## src/rtl/counter_updown.sv

```systemverilog
// counter_updown: parametrised up/down counter with runtime direction,
// count enable, synchronous clear/load, programmable modulus (0..MAX),
// wrap or saturate at the bounds, terminal-count prediction and
// one-cycle overflow/underflow event pulses.
//
// The count register, ovf and unf are registered. tc is deliberately
// combinational so that a consumer can act in the same cycle in which the
// next edge will hit a bound.

module counter_updown #(
  parameter int unsigned N   = 2,
  parameter int unsigned MAX = (2 ** N) - 1,
  parameter bit          SAT = 1'b0
) (
  input  logic         clk,
  input  logic         rst,       // asynchronous, active low
  input  logic         en,
  input  logic         up,
  input  logic         clear,
  input  logic         load,
  input  logic [N-1:0] load_val,
  output logic [N-1:0] out,
  output logic         tc,
  output logic         ovf,
  output logic         unf
);

  // Bounds and step constants at the counter width.
  localparam logic [N-1:0] MAX_V  = MAX[N-1:0];
  localparam logic [N-1:0] ZERO_V = '0;
  localparam logic [N-1:0] ONE_V  = N'(1'b1);

  // Load values above the modulus are pulled down to MAX so the count
  // never leaves the legal range through a load.
  function automatic logic [N-1:0] clamp_to_max(input logic [N-1:0] v);
    logic [N-1:0] res;
    if (v > MAX_V) begin
      res = MAX_V;
    end else begin
      res = v;
    end
    return res;
  endfunction

  logic [N-1:0] r_out;
  logic         r_ovf;
  logic         r_unf;

  logic [N-1:0] w_out_nxt;
  logic         w_ovf_nxt;
  logic         w_unf_nxt;
  logic         w_at_top;
  logic         w_at_zero;
  logic         w_tc;

  // Boundary detection; an out-of-range count (>MAX) is treated as MAX
  // by an up-step, while a down-step simply decrements it.
  always_comb begin
    w_at_top  = (r_out >= MAX_V);
    w_at_zero = (r_out == ZERO_V);
  end

  // Next-state selection in priority order: clear, load, step, hold.
  always_comb begin
    w_out_nxt = r_out;
    w_ovf_nxt = 1'b0;
    w_unf_nxt = 1'b0;
    if (clear) begin
      w_out_nxt = ZERO_V;
    end else if (load) begin
      w_out_nxt = clamp_to_max(load_val);
    end else if (en) begin
      if (up) begin
        if (w_at_top) begin
          // Up-step at the top bound: wrap to 0 or stick at MAX.
          w_ovf_nxt = 1'b1;
          if (SAT) begin
            w_out_nxt = MAX_V;
          end else begin
            w_out_nxt = ZERO_V;
          end
        end else begin
          w_out_nxt = r_out + ONE_V;
        end
      end else begin
        if (w_at_zero) begin
          // Down-step at 0: wrap to MAX or stick at 0.
          w_unf_nxt = 1'b1;
          if (SAT) begin
            w_out_nxt = ZERO_V;
          end else begin
            w_out_nxt = MAX_V;
          end
        end else begin
          w_out_nxt = r_out - ONE_V;
        end
      end
    end else begin
      w_out_nxt = r_out;
    end
  end

  // Count and event-flag registers; reset clears them without a clock.
  always_ff @(posedge clk or negedge rst) begin
    if (!rst) begin
      r_out <= ZERO_V;
      r_ovf <= 1'b0;
      r_unf <= 1'b0;
    end else begin
      r_out <= w_out_nxt;
      r_ovf <= w_ovf_nxt;
      r_unf <= w_unf_nxt;
    end
  end

  // Terminal count: the next enabled edge in the current direction will
  // wrap or saturate.
  always_comb begin
    w_tc = en & ((up & (r_out == MAX_V)) | (~up & (r_out == ZERO_V)));
  end

  assign out = r_out;
  assign ovf = r_ovf;
  assign unf = r_unf;
  assign tc  = w_tc;

endmodule

```

## config.mk

```make
export PLATFORM = sky130hd
export DESIGN_NAME = counter_updown
export DESIGN_NICKNAME = d
export VERILOG_FILES = /design/src/rtl/counter_updown.sv
export SDC_FILE = /design/constraint.sdc
export NUM_CORES = 1
export LEC_CHECK = 0
export ABC_AREA = 0
export ABC_CLOCK_PERIOD_IN_PS = 2000
export CAP_MARGIN = 20
export CORE_AREA = 2 2 39 41
export DETAILED_ROUTE_END_ITERATION = 12
export DIE_AREA = 0 0 41 43
export PLACE_DENSITY = 0.52
export REMOVE_ABC_BUFFERS = 1
export SYNTH_ARGS = -nofsm -noshare
export SYNTH_HDL_FRONTEND = slang
export SYNTH_SLANG_ARGS = --single-unit
```

## constraint.sdc

```tcl
create_clock -name clk -period 2 [get_ports clk]
set_input_delay 0.3 -clock clk [delete_from_list [all_inputs] [get_ports clk]]
set_output_delay 0.3 -clock clk [all_outputs]
set_load 0.1 [all_outputs]
```

## After elaboration in Yosys (flattened, before gate mapping)

Cells that the tools add are included.

- Register bits after elaboration: 4
- Bits in latches: 0
- Bits in writable memories: 0
- Bits in read-only memories: 0
- Input bits: 8
- Output and inout bits: 5
- Word-level logic and storage cells: 32
- Memories: 0

- $add $sub $neg: 2
- Multiply operators: 0
- Div/mod/pow operators: 0
- Order comparisons: 2
- Equal/unequal tests: 1
- Shifts and indexed selects: 0
- Muxes and demuxes: 17
- Bitwise gates (word level): 5
- Reductions and logical operators: 2

Operators with widths:

| kind | count |
|---|---|
| 2-bit two-way mux | 7 |
| 1-bit two-way mux | 10 |
| 1-bit AND | 3 |
| 3-bit nonzero test | 1 |
| 2-bit by 1-bit adder with 2-bit output, second input constant | 1 |
| 2-bit equality test, second input constant | 1 |
| 2-bit greater-or-equal comparator, second input constant | 1 |
| 2-bit greater-than comparator, second input constant | 1 |
| 2-bit zero test | 1 |
| 2-bit by 1-bit subtractor with 2-bit output, second input constant | 1 |
| 1-bit NOT | 1 |
| 1-bit OR | 1 |

## Depth between registers and ports, before layout

Gate-level depths: netlist of run 1.

- Word-level depth: 6
- Gate-level depth with buffers: 5

## Worst setup path before layout of run 1

No wires, ideal clock.

- Path type: register to output
- From: register r_out[1], in the netlist out[1]
- To: output tc
- Data arrival time: 3.446 ns
- Data required time: 1.700 ns
- Slack: -1.746 ns
- Cell stages (with the launch flop): 4
- Cells stage by stage: dfrtp_1 ha_1 nand2_1 a21boi_0

- Cells in the longest elaborated chain, start to end: 4
- Elaborated cells between the ends (all ways): 6
- Those cells by class: eq/ne (1); bitwise (4); reduce/logical (1)

Ends and longest elaborated chain:

| item | RTL line | source |
|---|---|---|
| start: declaration | 45 | `logic [N-1:0] r_out;` |
| start signal: assignment | 110 | `r_out <= w_out_nxt;` |
| 2-bit equality test / 2-bit zero test (equally long branches) | 119 | `w_tc = en & ((up & (r_out == MAX_V)) \| (~up & (r_out == ZERO_V)));` |
| 1-bit AND | 119 |  |
| 1-bit OR (*) | 119 |  |
| 1-bit AND (*) | 119 |  |
| end: declaration | 23 | `output logic tc,` |

Mark *: on every way between the ends. The rest lies on a longest branch, timed or not.

## Worst setup path in the final report of run 1

- From: register r_out[0], in the netlist out[0]
- To: output tc

Same word-level chain as after synthesis.

==> results.py, run 1 <==
metrics = {
    "placed_design": {
        "placed_area_um2": 367.9,
        "place_hpwl_um": 401.7,
        "post-place-cells": 54,
        "place_congestion": 0.6938,
        "port_buffers": 12,
    },
    "power": {
        "peakVddDrop_mv": 0.3222,
        "leakage_uw": 0.0001896,
        "total_power_uw": 277.7,
        "powerDensity_nw_per_um2": 711.3,
    },
    "global_routing": {
        "grt_pass1_wl_um": 828,
        "grt-ovfl-total": 0,
        "grt_antenna_before_repair": 0,
        "grt_pass1_vias": 217,
        "track_usage_pct": 7.545,
        "grt_max_degree": 7,
    },
    "synth": {
        "syn_area_per_cell_um2": 8.758,
        "synth_area_um2": 227.7,
        "postSynthCellCount": 26,
        "synth_cell_types": 12,
        "synth-xor-area-share_pct": 3.846,
        "yosysTopAreaCell": "dfrtp_1",
        "yosys_most_used_dff": "dfrtp_1",
        "synth_top_family_by_area": "compound AO/OA/AOI/OAI gates",
        "synth_edf_count": 0,
        "yosys-top-cells-area": "dfrtp_1 (44%), ha_1 (11%), a21oi_1 (8.8%), inv_1 (6.6%), nor2_1 (6.6%)",
        "synth_seq_cells": 4,
        "synthMuxAreaShare_pct": 0,
        "synth-adder-area-share_pct": 10.99,
        "yosys.area_share.simple_pct": 15.38,
        "synth_top_area_share_pct": 43.96,
        "synth-compound-area-share_pct": 19.23,
        "async_flop_share_pct": 100.0,
        "yosysWarnings": 0,
        "synth_common_cells": "a21oi_1 (4), dfrtp_1 (4), inv_1 (4), nor2_1 (4)",
        "ys_seq_area_share_pct": 43.96,
    },
    "floorplan": {
        "ios": 13,
        "die_h_um": 43,
        "initial_core_util_pct": 16.46,
        "placeableCoreArea_um2": 1384,
        "rows": 14,
        "die-area_um2": 1763,
        "fp.dieW_um": 41,
    },
    "run": {
        "cap_violations": 0,
    },
    "setup_path": {
        "rrSetupSlack_ps": 760,
        "crit_type": "reg2out",
        "critPathRequiredTime_ps": 1700,
        "start_kind": "flop",
        "arrival_ps": 1500,
        "critPathMaxFanout": 3,
        "critPathCaptureType": "primary output",
    },
    "routing": {
        "drtPass1Iterations": 1,
        "drc": 0,
        "ant_nets": 0,
        "routed_via_density": 3.860,
        "wirelength_um": 462,
        "drt_iter0_drc": 0,
        "post_drt_wl_per_cell_um": 8.105,
        "num_vias": 220,
    },
    "finish": {
        "final_nets": 53,
        "utilization_pct": 28.21,
        "finalNonFillerCells": 57,
        "diodes": 0,
        "final_area_um2": 390.4,
        "syn_to_final_growth_pct": 71.43,
        "drive_above_1_share_pct": 19.51,
    },
    "clock_network": {
        "clk_pin_slew_ps": 40,
        "hold_buffers": 0,
        "cts_setup_buffers": 0,
        "numCtsBuffers": 3,
        "clockBufferDepth": 2,
        "cts_resized": 0,
        "clockRootBuffer": "clkbuf_4",
        "cts.sinks": 4,
        "cts_tree": "yes",
        "htreeDepth": 1,
        "clock_latency_ps": 230,
    },
    "status": {
        "status": "complete, no violations",
    },
    "timing": {
        "setup_viol": 0,
        "fin_skew_ps": 2.613,
        "worst_pin_slew_ps": 347.7,
        "fin_crit_ps": 1801,
        "fin_crit_sh_pct": 90.06,
        "grt_setup_unrepaired": "false",
        "hold_viol_final": 0,
        "drv_slew": 0,
        "fmax_ghz": 0.5552,
        "slew_headroom_pct": 76.61,
    },
    "hold_path": {
        "holdCritPathClass": "in2async",
    },
}
==> layout make-up <==
cell class / count / area, um2
Inverter: 4 / 15.01
Sequential cell: 4 / 100.1
Timing Repair Buffer: 12 / 120.1
Tap cell: 16 / 20.02
Fill cell: 165 / 993.5
Clock buffer: 3 / 22.52
Multi-Input combinational cell: 18 / 112.6
==> logic make-up (layout without fill, tap and decap cells) <==
| logic type | count (synthesis) | in the layout |
|---|---|---|
| xor gates and xnor gates | 1 | 1 |
| adders and majority gates | 2 | 2 |
| buffers and inverters | 4 | 19 |
| and+or+nand+nor | 8 | 8 |
| DFF | 4 | 4 |
| AOI/OAI and AO/OA | 7 | 7 |
==> report_power, final <==
part	total (uW)	internal (uW)	leakage [uW]	switching, uW
logic	92.0	33.2	0.000122	58.8
registers	88.5	85.2	0.0000533	3.25
clock network	97.2	66.9	0.0000138	30.3
==> sequential cells by signal, indices dropped and copies added (netlist names) <==
signal  flops
out         2
unf         1
ovf         1
==> worst max-delay path, cell delays in order, from the launching register on <==
cell	delay (ps)
dfrtp_1	390
inv_1	100
ha_1	150
nand2b_1	80
a21boi_0	330
buf_12	220
==> metrics by stage <==
step	setup WS, ps	hold WS (ps)	setup TNS (ps)
4_1_cts	171.6	268.3	0
6_report	198.8	267.7	0
3_3_place_gp	200.5	510.5	0
5_1_grt	100.8	277.5	0
2_1_floorplan	-1746	4.409	-1746
3_5_place_dp	198.0	519.3	0
==> placed cells by master (no fill, tap or decap) <==
cell	synthesis	layout
nand2b_1	1	1
and3_1	1	1
o21a_1	1	1
dfrtp_1	4	4
buf_4	0	4
a21oi_1	4	4
a21boi_0	1	1
clkdlybuf4s50_1	0	7
clkbuf_4	0	3
inv_1	4	4
o31a_1	1	1
ha_1	2	2
xor2_1	1	1
nand2_1	2	2
nor2_1	4	4
buf_12	0	1
==> metal layers <==
layer | track usage, % | vias to the layer above | wire length [um]
li1 | - | 114 | -
met1 | 8.414 | 94 | 180
met2 | 8.750 | 10 | 227
met3 | 6.283 | 2 | 40
met4 | 6.000 | 0 | 12
met5 | 0 | - | 0
==> path summary, 6_finish.rpt <==
path / startpoint / to / cells past startpoint
setup reg to reg: out[0] / out[1] / 5
hold reg to reg: out[1] / out[1] / 3
setup / recovery: out[0] / tc / 5
max in group asynchronous: rst / out[1] / 1
hold / removal: rst / ovf / 1
min in group clk: out[1] / out[1] / 3
(Power assumes the default switching activity.)
==> run 2: changes to the inputs <==
--- a/config.mk
+++ b/config.mk
@@ -9,6 +9,7 @@
 export ABC_CLOCK_PERIOD_IN_PS = 2000
 export CAP_MARGIN = 20
 export CORE_AREA = 2 2 39 41
+export CTS_BUF_LIST = sky130_fd_sc_hd__clkbuf_2 sky130_fd_sc_hd__clkbuf_4 sky130_fd_sc_hd__clkbuf_8
 export DETAILED_ROUTE_END_ITERATION = 12
 export DIE_AREA = 0 0 41 43
 export PLACE_DENSITY = 0.52
@@ -16,3 +17,4 @@
 export SYNTH_ARGS = -nofsm -noshare
 export SYNTH_HDL_FRONTEND = slang
 export SYNTH_SLANG_ARGS = --single-unit
+export TNS_END_PERCENT = 10
==> results of run 2 <==
No change in the layout: final DEF, timing and power equal those of run 1.
